--- config.mk ---
export PLATFORM = sky130hd
export DESIGN_NAME = data_mem_io
export DESIGN_NICKNAME = d
export VERILOG_FILES = /design/src/rtl/data_mem_io_pkg.sv /design/src/rtl/data_mem_io_tx_fifo.sv /design/src/rtl/data_mem_io.sv
export SDC_FILE = /design/constraint.sdc
export NUM_CORES = 2
export LEC_CHECK = 0
export ABC_CLOCK_PERIOD_IN_PS = 4300
export BUFFER_PORTS_ARGS = -buffer_cell sky130_fd_sc_hd__buf_2
export CORE_ASPECT_RATIO = 1.1
export CORE_UTILIZATION = 60
export CTS_BUF_LIST = sky130_fd_sc_hd__clkbuf_2 sky130_fd_sc_hd__clkbuf_4 sky130_fd_sc_hd__clkbuf_8
export DETAILED_ROUTE_END_ITERATION = 10
export PLACE_DENSITY = 0.8
export SYNTH_ARGS = -nofsm -noshare
export SYNTH_HDL_FRONTEND = slang
export SYNTH_SLANG_ARGS = --single-unit
--- constraint.sdc ---
create_clock -name clk -period 4.3 [get_ports clk]
set_clock_uncertainty 0.1 [all_clocks]
set_input_delay 0.86 -clock clk [delete_from_list [all_inputs] [get_ports clk]]
set_output_delay 0.86 -clock clk [all_outputs]
set_load 0.01 [all_outputs]
--- src/rtl/data_mem_io_pkg.sv ---
`default_nettype none
// ============================================================================
// Module : data_mem_io_pkg
// Brief  : Shared types and memory-map constants for the data-side memory stage.
// Rev    : 1.0  initial release
// ============================================================================
package data_mem_io_pkg;

  typedef logic [7:0] TypeDataWord;
  typedef logic [7:0] TypeDataAddr;

  localparam TypeDataAddr c_MMIO_TXDATA = 8'hF0;
  localparam TypeDataAddr c_MMIO_STATUS = 8'hF1;
  localparam TypeDataAddr c_MMIO_CNT_LO = 8'hF4;
  localparam TypeDataAddr c_MMIO_CNT_HI = 8'hF5;

  localparam int c_STAT_FULL_BIT  = 0;
  localparam int c_STAT_EMPTY_BIT = 1;
  localparam int c_STAT_OVF_BIT   = 3;

  localparam int c_CNT_WIDTH = 16;

endpackage
`default_nettype wire

--- src/rtl/data_mem_io_tx_fifo.sv ---
`default_nettype none
// ============================================================================
// Module : tx_fifo
// Brief  : Circular TX FIFO; pushes while full are dropped by the FIFO itself.
// Rev    : 1.0  initial release
// ============================================================================
module tx_fifo #(
  parameter int WIDTH = 8,
  parameter int DEPTH = 4
) (
  input  logic             clk,
  input  logic             reset,
  input  logic             push,
  input  logic [WIDTH-1:0] pushData,
  input  logic             pop,
  output logic             full,
  output logic             empty,
  output logic [WIDTH-1:0] head
);

  localparam int c_PTR_W = $clog2(DEPTH);
  localparam logic [c_PTR_W:0] c_FULL_COUNT = (c_PTR_W+1)'(DEPTH);

  logic [WIDTH-1:0] r_mem [DEPTH];
  logic [c_PTR_W-1:0] r_wrPtr;
  logic [c_PTR_W-1:0] r_rdPtr;
  logic [c_PTR_W:0]   r_count;

  logic w_doPush;
  logic w_doPop;

  assign full     = (r_count == c_FULL_COUNT);
  assign empty    = (r_count == '0);
  assign head     = r_mem[r_rdPtr];
  // Full-ness is judged before the pop, so a same-cycle pop never frees room.
  assign w_doPush = push && !full;
  assign w_doPop  = pop && !empty;

  always_ff @(posedge clk) begin
    if (w_doPush) begin
      r_mem[r_wrPtr] <= pushData;
    end
  end

  always_ff @(posedge clk) begin
    if (reset) begin
      r_wrPtr <= '0;
      r_rdPtr <= '0;
      r_count <= '0;
    end else begin
      if (w_doPush) begin
        r_wrPtr <= r_wrPtr + 1'b1;
      end
      if (w_doPop) begin
        r_rdPtr <= r_rdPtr + 1'b1;
      end
      if (w_doPush && !w_doPop) begin
        r_count <= r_count + 1'b1;
      end else if (w_doPop && !w_doPush) begin
        r_count <= r_count - 1'b1;
      end
    end
  end

endmodule
`default_nettype wire

--- src/rtl/data_mem_io.sv ---
`default_nettype none
// ============================================================================
// Module : data_mem_io
// Brief  : Data RAM plus MMIO page (TX FIFO, status, optional cycle counter).
//          Cycle counter is built only when DMEM_CYCLE_CNT_EN is defined.
// Rev    : 1.0  initial release
// ============================================================================
module data_mem_io
  import data_mem_io_pkg::*;
#(
  parameter int RAM_WORDS = 240,
  parameter int TX_DEPTH  = 4
) (
  input  logic        clk,
  input  logic        reset,
  input  TypeDataAddr dataAddr,
  input  TypeDataWord dataOut,
  input  logic        writeEnable,
  output TypeDataWord dataIn,
  output TypeDataWord tx_data,
  output logic        tx_valid,
  input  logic        tx_ready
);

  TypeDataWord r_ram [RAM_WORDS];
  logic        r_ovf;

  logic        w_ramHit;
  logic        w_pushReq;
  logic        w_full;
  logic        w_empty;
  TypeDataWord w_status;

  assign w_ramHit  = (int'(dataAddr) < RAM_WORDS);
  assign w_pushReq = writeEnable && (dataAddr == c_MMIO_TXDATA);
  assign tx_valid  = !w_empty;

  tx_fifo #(
    .WIDTH (8),
    .DEPTH (TX_DEPTH)
  ) u_txFifo (
    .clk      (clk),
    .reset    (reset),
    .push     (w_pushReq),
    .pushData (dataOut),
    .pop      (tx_valid && tx_ready),
    .full     (w_full),
    .empty    (w_empty),
    .head     (tx_data)
  );

  // RAM has no reset: contents survive a core reset.
  always_ff @(posedge clk) begin
    if (!reset && writeEnable && w_ramHit) begin
      r_ram[dataAddr] <= dataOut;
    end
  end

  always_ff @(posedge clk) begin
    if (reset) begin
      r_ovf <= 1'b0;
    end else if (w_pushReq && w_full) begin
      r_ovf <= 1'b1;
    end else if (writeEnable && (dataAddr == c_MMIO_STATUS) && dataOut[c_STAT_OVF_BIT]) begin
      r_ovf <= 1'b0;
    end
  end

  always_comb begin
    w_status                   = '0;
    w_status[c_STAT_FULL_BIT]  = w_full;
    w_status[c_STAT_EMPTY_BIT] = w_empty;
    w_status[c_STAT_OVF_BIT]   = r_ovf;
  end

`ifdef DMEM_CYCLE_CNT_EN
  logic [c_CNT_WIDTH-1:0] r_cycleCnt;
  logic [c_CNT_WIDTH-1:0] r_cntLatch;

  always_ff @(posedge clk) begin
    if (reset) begin
      r_cycleCnt <= '0;
      r_cntLatch <= '0;
    end else begin
      r_cycleCnt <= r_cycleCnt + 1'b1;
      if (writeEnable && (dataAddr == c_MMIO_CNT_LO)) begin
        r_cntLatch <= r_cycleCnt;
      end
    end
  end
`endif

  always_comb begin
    dataIn = '0;
    if (w_ramHit) begin
      dataIn = r_ram[dataAddr];
    end else begin
      case (dataAddr)
        c_MMIO_STATUS: dataIn = w_status;
`ifdef DMEM_CYCLE_CNT_EN
        c_MMIO_CNT_LO: dataIn = r_cntLatch[7:0];
        c_MMIO_CNT_HI: dataIn = r_cntLatch[15:8];
`endif
        default:       dataIn = '0;
      endcase
    end
  end

endmodule
`default_nettype wire

==> Yosys cells after proc, flatten, opt, wreduce, memory -nomap -nowiden <==
Memories as Yosys holds them, arrays and structs flattened. A register that Yosys moved wholly into a read port is not among the register bits.
Cells that the tools add are included.
{ "totals": {"mem_count": 2, "output_inout_bits": 17, "register_bits": 8, "elab_cells": 45, "ram_bits": 1952, "in_bits": 20} }
{ "op_classes": {"order_cmp": 1, "add_sub_neg": 4, "reduce_logical": 19, "mux": 12, "n_eq_ne": 3} }
{ "memory_table": {"columns": ["memory", "depth", "width", "read_ports", "rd_ports_with_merged_regs", "write_ports", "line_no", "text"], "rows": [
  ["r_ram", 240, 8, 1, 0, 1, "data_mem_io.sv:25", "TypeDataWord r_ram [RAM_WORDS];"],
  ["u_txFifo.r_mem", 4, 8, 1, 1, 1, "data_mem_io_tx_fifo.sv:24", "logic [WIDTH-1:0] r_mem [DEPTH];"]
]} }
{ "op_table": {"columns": ["cell", "n"], "rows": [
  ["$eq A8 B8 Y1 const B", 2],
  ["$logic_and A1 B1 Y1", 11],
  ["$lt A8 B8 Y1 const B", 1],
  ["$mux W8", 1],
  ["$mux W1", 6],
  ["$mux W3", 2],
  ["$logic_not A1 Y1", 5],
  ["$add A2 B1 Y2 const B", 2],
  ["$mux W2", 2],
  ["$mux W4", 1],
  ["$reduce_bool A2 Y1", 2],
  ["$add A3 B1 Y3 const B", 1],
  ["$eq A3 B3 Y1 const B", 1],
  ["$logic_not A3 Y1", 1],
  ["$sub A3 B1 Y3 const B", 1]
]} }

==> Logic depth before layout (Yosys ltp) <==
{ "logic_depth": {"word_depth": 7, "mapped_depth": 15, "mapped_depth_nobuf": 10} }

==> Cells and area by module <==
From an unflattened synthesis, not the netlist that was laid out.
{ "hier_totals": {"hier_cells": 3599, "hier_area_um2": 76209.3} }
{ "by_module_without_submodules": {"columns": ["mod", "seq_area_each_um2", "area_per_inst_um2", "n_inst", "cells_each"], "rows": [
  ["data_mem_io", 57675.3, 74589.0, 1, 3509],
  ["tx_fifo", 1141.1, 1620.3, 1, 90]
]} }

==> Least setup slack after synthesis <==
No wires, ideal clock.
{ "synth_timing": {"kind": "input -> output", "start": "input port dataAddr[1]", "end": "output port dataIn[7]", "path_buffers": 5, "stages": 10, "setup_slack_ns": 0.333, "t_required_ns": 3.340, "arrival_time_ns": 3.007, "path_cell_list": "buf_2 buf_4 buf_2 buf_2 buf_1 mux4_2 a22oi_1 o211ai_1 o41ai_2 nand3_1"} }
{ "synth_via": {"elab_chain_len": 2, "word_cells_on_any_way": 3, "classes_between": "order compare: 1; mux: 1; memory: 1"} }
{ "synth_lines": {"columns": ["item", "line_no", "text"], "rows": [
  ["start: declaration", "data_mem_io.sv:16", "input TypeDataAddr dataAddr,"],
  ["$mem_v2 Z240 W8 / $lt A8 B8 Y1 (equally long branches)", null, null],
  ["$mux W8 *", "data_mem_io.sv:95", "if (w_ramHit) begin"],
  ["end: declaration", "data_mem_io.sv:19", "output TypeDataWord dataIn,"]
]} }
Every way passes the cells marked *; elsewhere a longest branch is shown, timed or not.

==> Final worst setup path <==
{ "layout_timing": {"start": "input port dataAddr[0]", "end": "output port dataIn[2]"} }
The elaborated chain is that of the path after synthesis.

==> results.yml <==
cts:
  cts-root-buf: "clkbuf_8"
  clk_pin_slew_ns: 0.06
  cts_made_buffers: 300
  cts_tree: "yes"
  clk_latency_ns: 0.98
  clock-sinks: 1962
  cts_hold_buf: 0
  clockBufferDepth: 4
  h-tree-depth: 5
detailed_routing:
  first_pass_iters: 10
  drt-total-wl_um: 208200
  vias: 42260
  drt_iter0_markers: 6795
  drcViolationCount: 8
  ant_nets: 0
  routed_via_density: 6.815
  routedWlPerCell_um: 33.58
hold_path:
  hold_path_class: "in2reg"
  hold_path_depth: 4
  min_to: "u_txFifo.r_rdPtr[0]$_SDFFE_PP0P_"
  hold_start: "tx_ready"
worst_setup_path:
  path_buf_inv: 4
  cpMostUsedCell: "nand3_1"
  critPathTopFamily: "compound AO/OA/AOI/OAI gates"
  cp.required_ns: 3.34
  worst-r2r-cell-count: 9
  critical_path.endpoint_type: "output pin"
  critPathLaunchType: "primary input"
  cp.arrival_ns: 3.82
  cp.depth: 11
  rr_startpoint: "u_txFifo.r_count[0]$_SDFFE_PP0P_"
  critPathMaxStageDelay_ns: 0.50
  worstSetupPathType: "in2out"
  worstReg2RegEnd: "u_txFifo.r_count[2]$_SDFFE_PP0P_"
  r2r_slack_ns: 1.49
  critPathMaxFanout: 5
  worstPathCellList: "buf_16 -> bufbuf_16 -> buf_4 -> mux4_2 -> mux2_2 -> nand3_1 -> nand3_1 -> a2111oi_4 -> o211ai_1 -> a22o_4 -> buf_2"
  cp_slowest_cell: "mux4_2"
logic_synthesis:
  synth_top_family_by_area: "multiplexers"
  synthCells: 3542
  ys.flop_type: "edfxtp_1"
  yosys.area_share.simple_pct: 2.816
  ys_async_sr_fraction_pct: 0
  synthMuxAreaShare_pct: 16.41
  synth_nets: 3568
  synth_cell_type_count: 71
  syn_area_um2: 76630
  synth_edf_count: 1952
  yosysWarnings: 0
  synth-xor-area-share_pct: 0.05714
  synth_seq_cells: 1962
  ys_seq_area_share_pct: 76.75
  yosys.area_share.adder_pct: 0.1078
  synth_compound_area_share_pct: 2.119
  synth_area_per_cell_um2: 21.64
finish:
  nNetsFinal: 4347
  fin_area_um2: 89950
  final.fill_count: 6639
  layout-drive-gt1-share_pct: 37.96
  synthToLayoutAreaGrowth_pct: 17.37
floorplan:
  die_w_um: 342.8
  die_area_um2: 129200
  core_area_um2: 126700
  core.rowCount: 137
  die_h_um: 376.8
  design.portCount: 37
  start_util_pct: 60.50
sta:
  maxSlewViolCount: 0
  rsz0062_at_grt: "true"
  hold_ws_ns: 0.1942
  worst_slack_ns: -0.4807
  hold_viol: 0
  finalCriticalPeriod_ns: 4.781
  fmaxAchievable_mhz: 209.2
  finalSetupViolCount: 8
  period_share_pct: 111.2
  tightestPinTransition_ns: 1.044
  tns_ns: -2.537
  slew_headroom_pct: 30.39
place:
  io_buffers: 36
  hpwlAfterDp_um: 130600
  place_congestion: 0.9783
  post_dp_cell_area_um2: 83000
grt:
  grt_antenna_before_repair: 6
  grtUsageTotal_pct: 31.91
  grt_pass1_wl_um: 290100
  first_global_vias: 42580
  grt_max_degree: 115
  gr-total-overflow: 0
job:
  drv_cap: 0
power_and_ir_drop:
  power.total_mw: 38.57
  peakVddDrop_v: 0.0003306
  powerDensity_nw_per_um2: 428.8
  leakage_nw: 29.57
run_status:
  status: "finished with violations"
  violations: "design-rule violations, negative setup slack"
==> registers in the layout (all words and copies together), names as in the netlist, named ones only <==
name              flops
r_ram              1920
u_txFifo.r_mem       32
u_txFifo.r_count      3
u_txFifo.r_rdPtr      2
u_txFifo.r_wrPtr      2
r_ovf                 1
==> what timing repair did <==
action | 4_1_cts | 5_1_grt
buffers inserted | 22 | 21
pin swaps | 20 | 36
gates cloned | 6 | 1
endpoints found under the setup margin | 8 | 8
resized for setup | 86 | 77
==> cells in the mapped netlist (7+ instances only) <==
cell type | count | area share, %
a2111oi_0 | 7 | 0.080
a211oi_1 | 14 | 0.14
a21oi_1 | 37 | 0.24
a221oi_1 | 15 | 0.17
a22o_1 | 11 | 0.13
a22oi_1 | 59 | 0.58
a31oi_1 | 9 | 0.073
and2_1 | 8 | 0.065
buf_1 | 15 | 0.073
buf_2 | 46 | 0.30
buf_4 | 16 | 0.16
buf_6 | 35 | 0.51
clkbuf_1 | 88 | 0.43
dfxtp_1 | 10 | 0.26
edfxtp_1 | 1952 | 76
mux2i_1 | 112 | 1.5
mux4_1 | 16 | 0.55
mux4_2 | 487 | 14
nand2_1 | 106 | 0.52
nand2b_1 | 10 | 0.082
nand3_1 | 41 | 0.27
nand4_1 | 12 | 0.098
nor2_1 | 275 | 1.3
nor2b_1 | 13 | 0.11
nor3_1 | 10 | 0.065
o21ai_0 | 28 | 0.18
o22ai_1 | 16 | 0.13
==> metal layers <==
layer,up-vias,routed length (µm),track usage [%]
met5,-,13,0
met2,3724,100200,50.43
met1,21360,67440,41.18
li1,16410,-,-
met4,2,12690,15.92
met3,765,27840,8.641
==> worst min-delay path, stage by stage <==
cell and delay (ns):
buf_2 0.10, nand2_1 0.09, xor2_1 0.09, nor2_1 0.09
==> through the flow <==
step                      setup slack [ns]  util, %  cells
after floorplan                     0.3334        -   3542
after global placement             -0.7740    65.52   5640
after detailed placement           -0.8054    65.52   5640
after CTS                          -0.2673    70.56   6175
after global routing               -0.4485    70.99   6196
final                              -0.4807    71.00   6201
==> kinds of logic after synthesis <==
| logic type | Yosys count |
|---|---|
| flip-flops | 1962 |
| AND/OR/NAND/NOR | 501 |
| adder cells (fa/ha/maj) | 6 |
| XOR/XNOR | 5 |
| buffers and inverters | 218 |
| multiplexers | 621 |
| AO/OA/AOI/OAI | 229 |
==> layout make-up <==
class	count	area, µm²	area share [%]
Antenna cell	7	17.52	0.01948
Inverter	8	35.03	0.03895
Tap cell	1668	2087	2.320
Sequential cell	1962	58820	65.39
Clock inverter	115	714.4	0.7943
Multi-Input combinational cell	1362	17020	18.92
Clock buffer	392	4882	5.428
Timing Repair Buffer	687	6377	7.090
==> report_power, final <==
part	leakage [nW]	switching [mW]	internal, mW
logic	8.98	1.55	1.10
registers	17.6	0.0333	21.1
clock network	2.97	6.96	7.86
total	29.6	8.55	30.0
==> worst max-delay path by stage <==
stage | slack [ns] | from | end
floorplan | 0.33 | dataAddr[1] | dataIn[7]
global placement | -0.77 | dataAddr[0] | dataIn[0]
detailed placement | -0.81 | dataAddr[0] | dataIn[0]
CTS | -0.27 | dataAddr[0] | dataIn[1]
global route | -0.45 | dataAddr[0] | dataIn[2]
finish | -0.48 | dataAddr[0] | dataIn[2]
==> layout by cell type (no fill, tap or decap), types with 9 or more instances in the layout <==
cell / n
clkinv_1: 63
buf_2: 21
edfxtp_1: 1952
nor3_1: 10
a221oi_1: 15
nand2b_1: 9
o22ai_1: 13
a22oi_1: 37
nor2b_1: 11
mux4_2: 488
nand2_1: 102
clkbuf_8: 311
buf_12: 60
clkinv_2: 39
mux2i_1: 107
a22oi_2: 22
dfxtp_1: 10
buf_4: 554
buf_16: 14
a21oi_2: 9
a21oi_1: 28
o21ai_0: 16
nand4_1: 12
clkbuf_4: 82
mux4_1: 15
nand3_1: 35
nor2_1: 272
a22o_1: 10
buf_6: 28
Note: power is estimated with default switching activity, not from simulation.
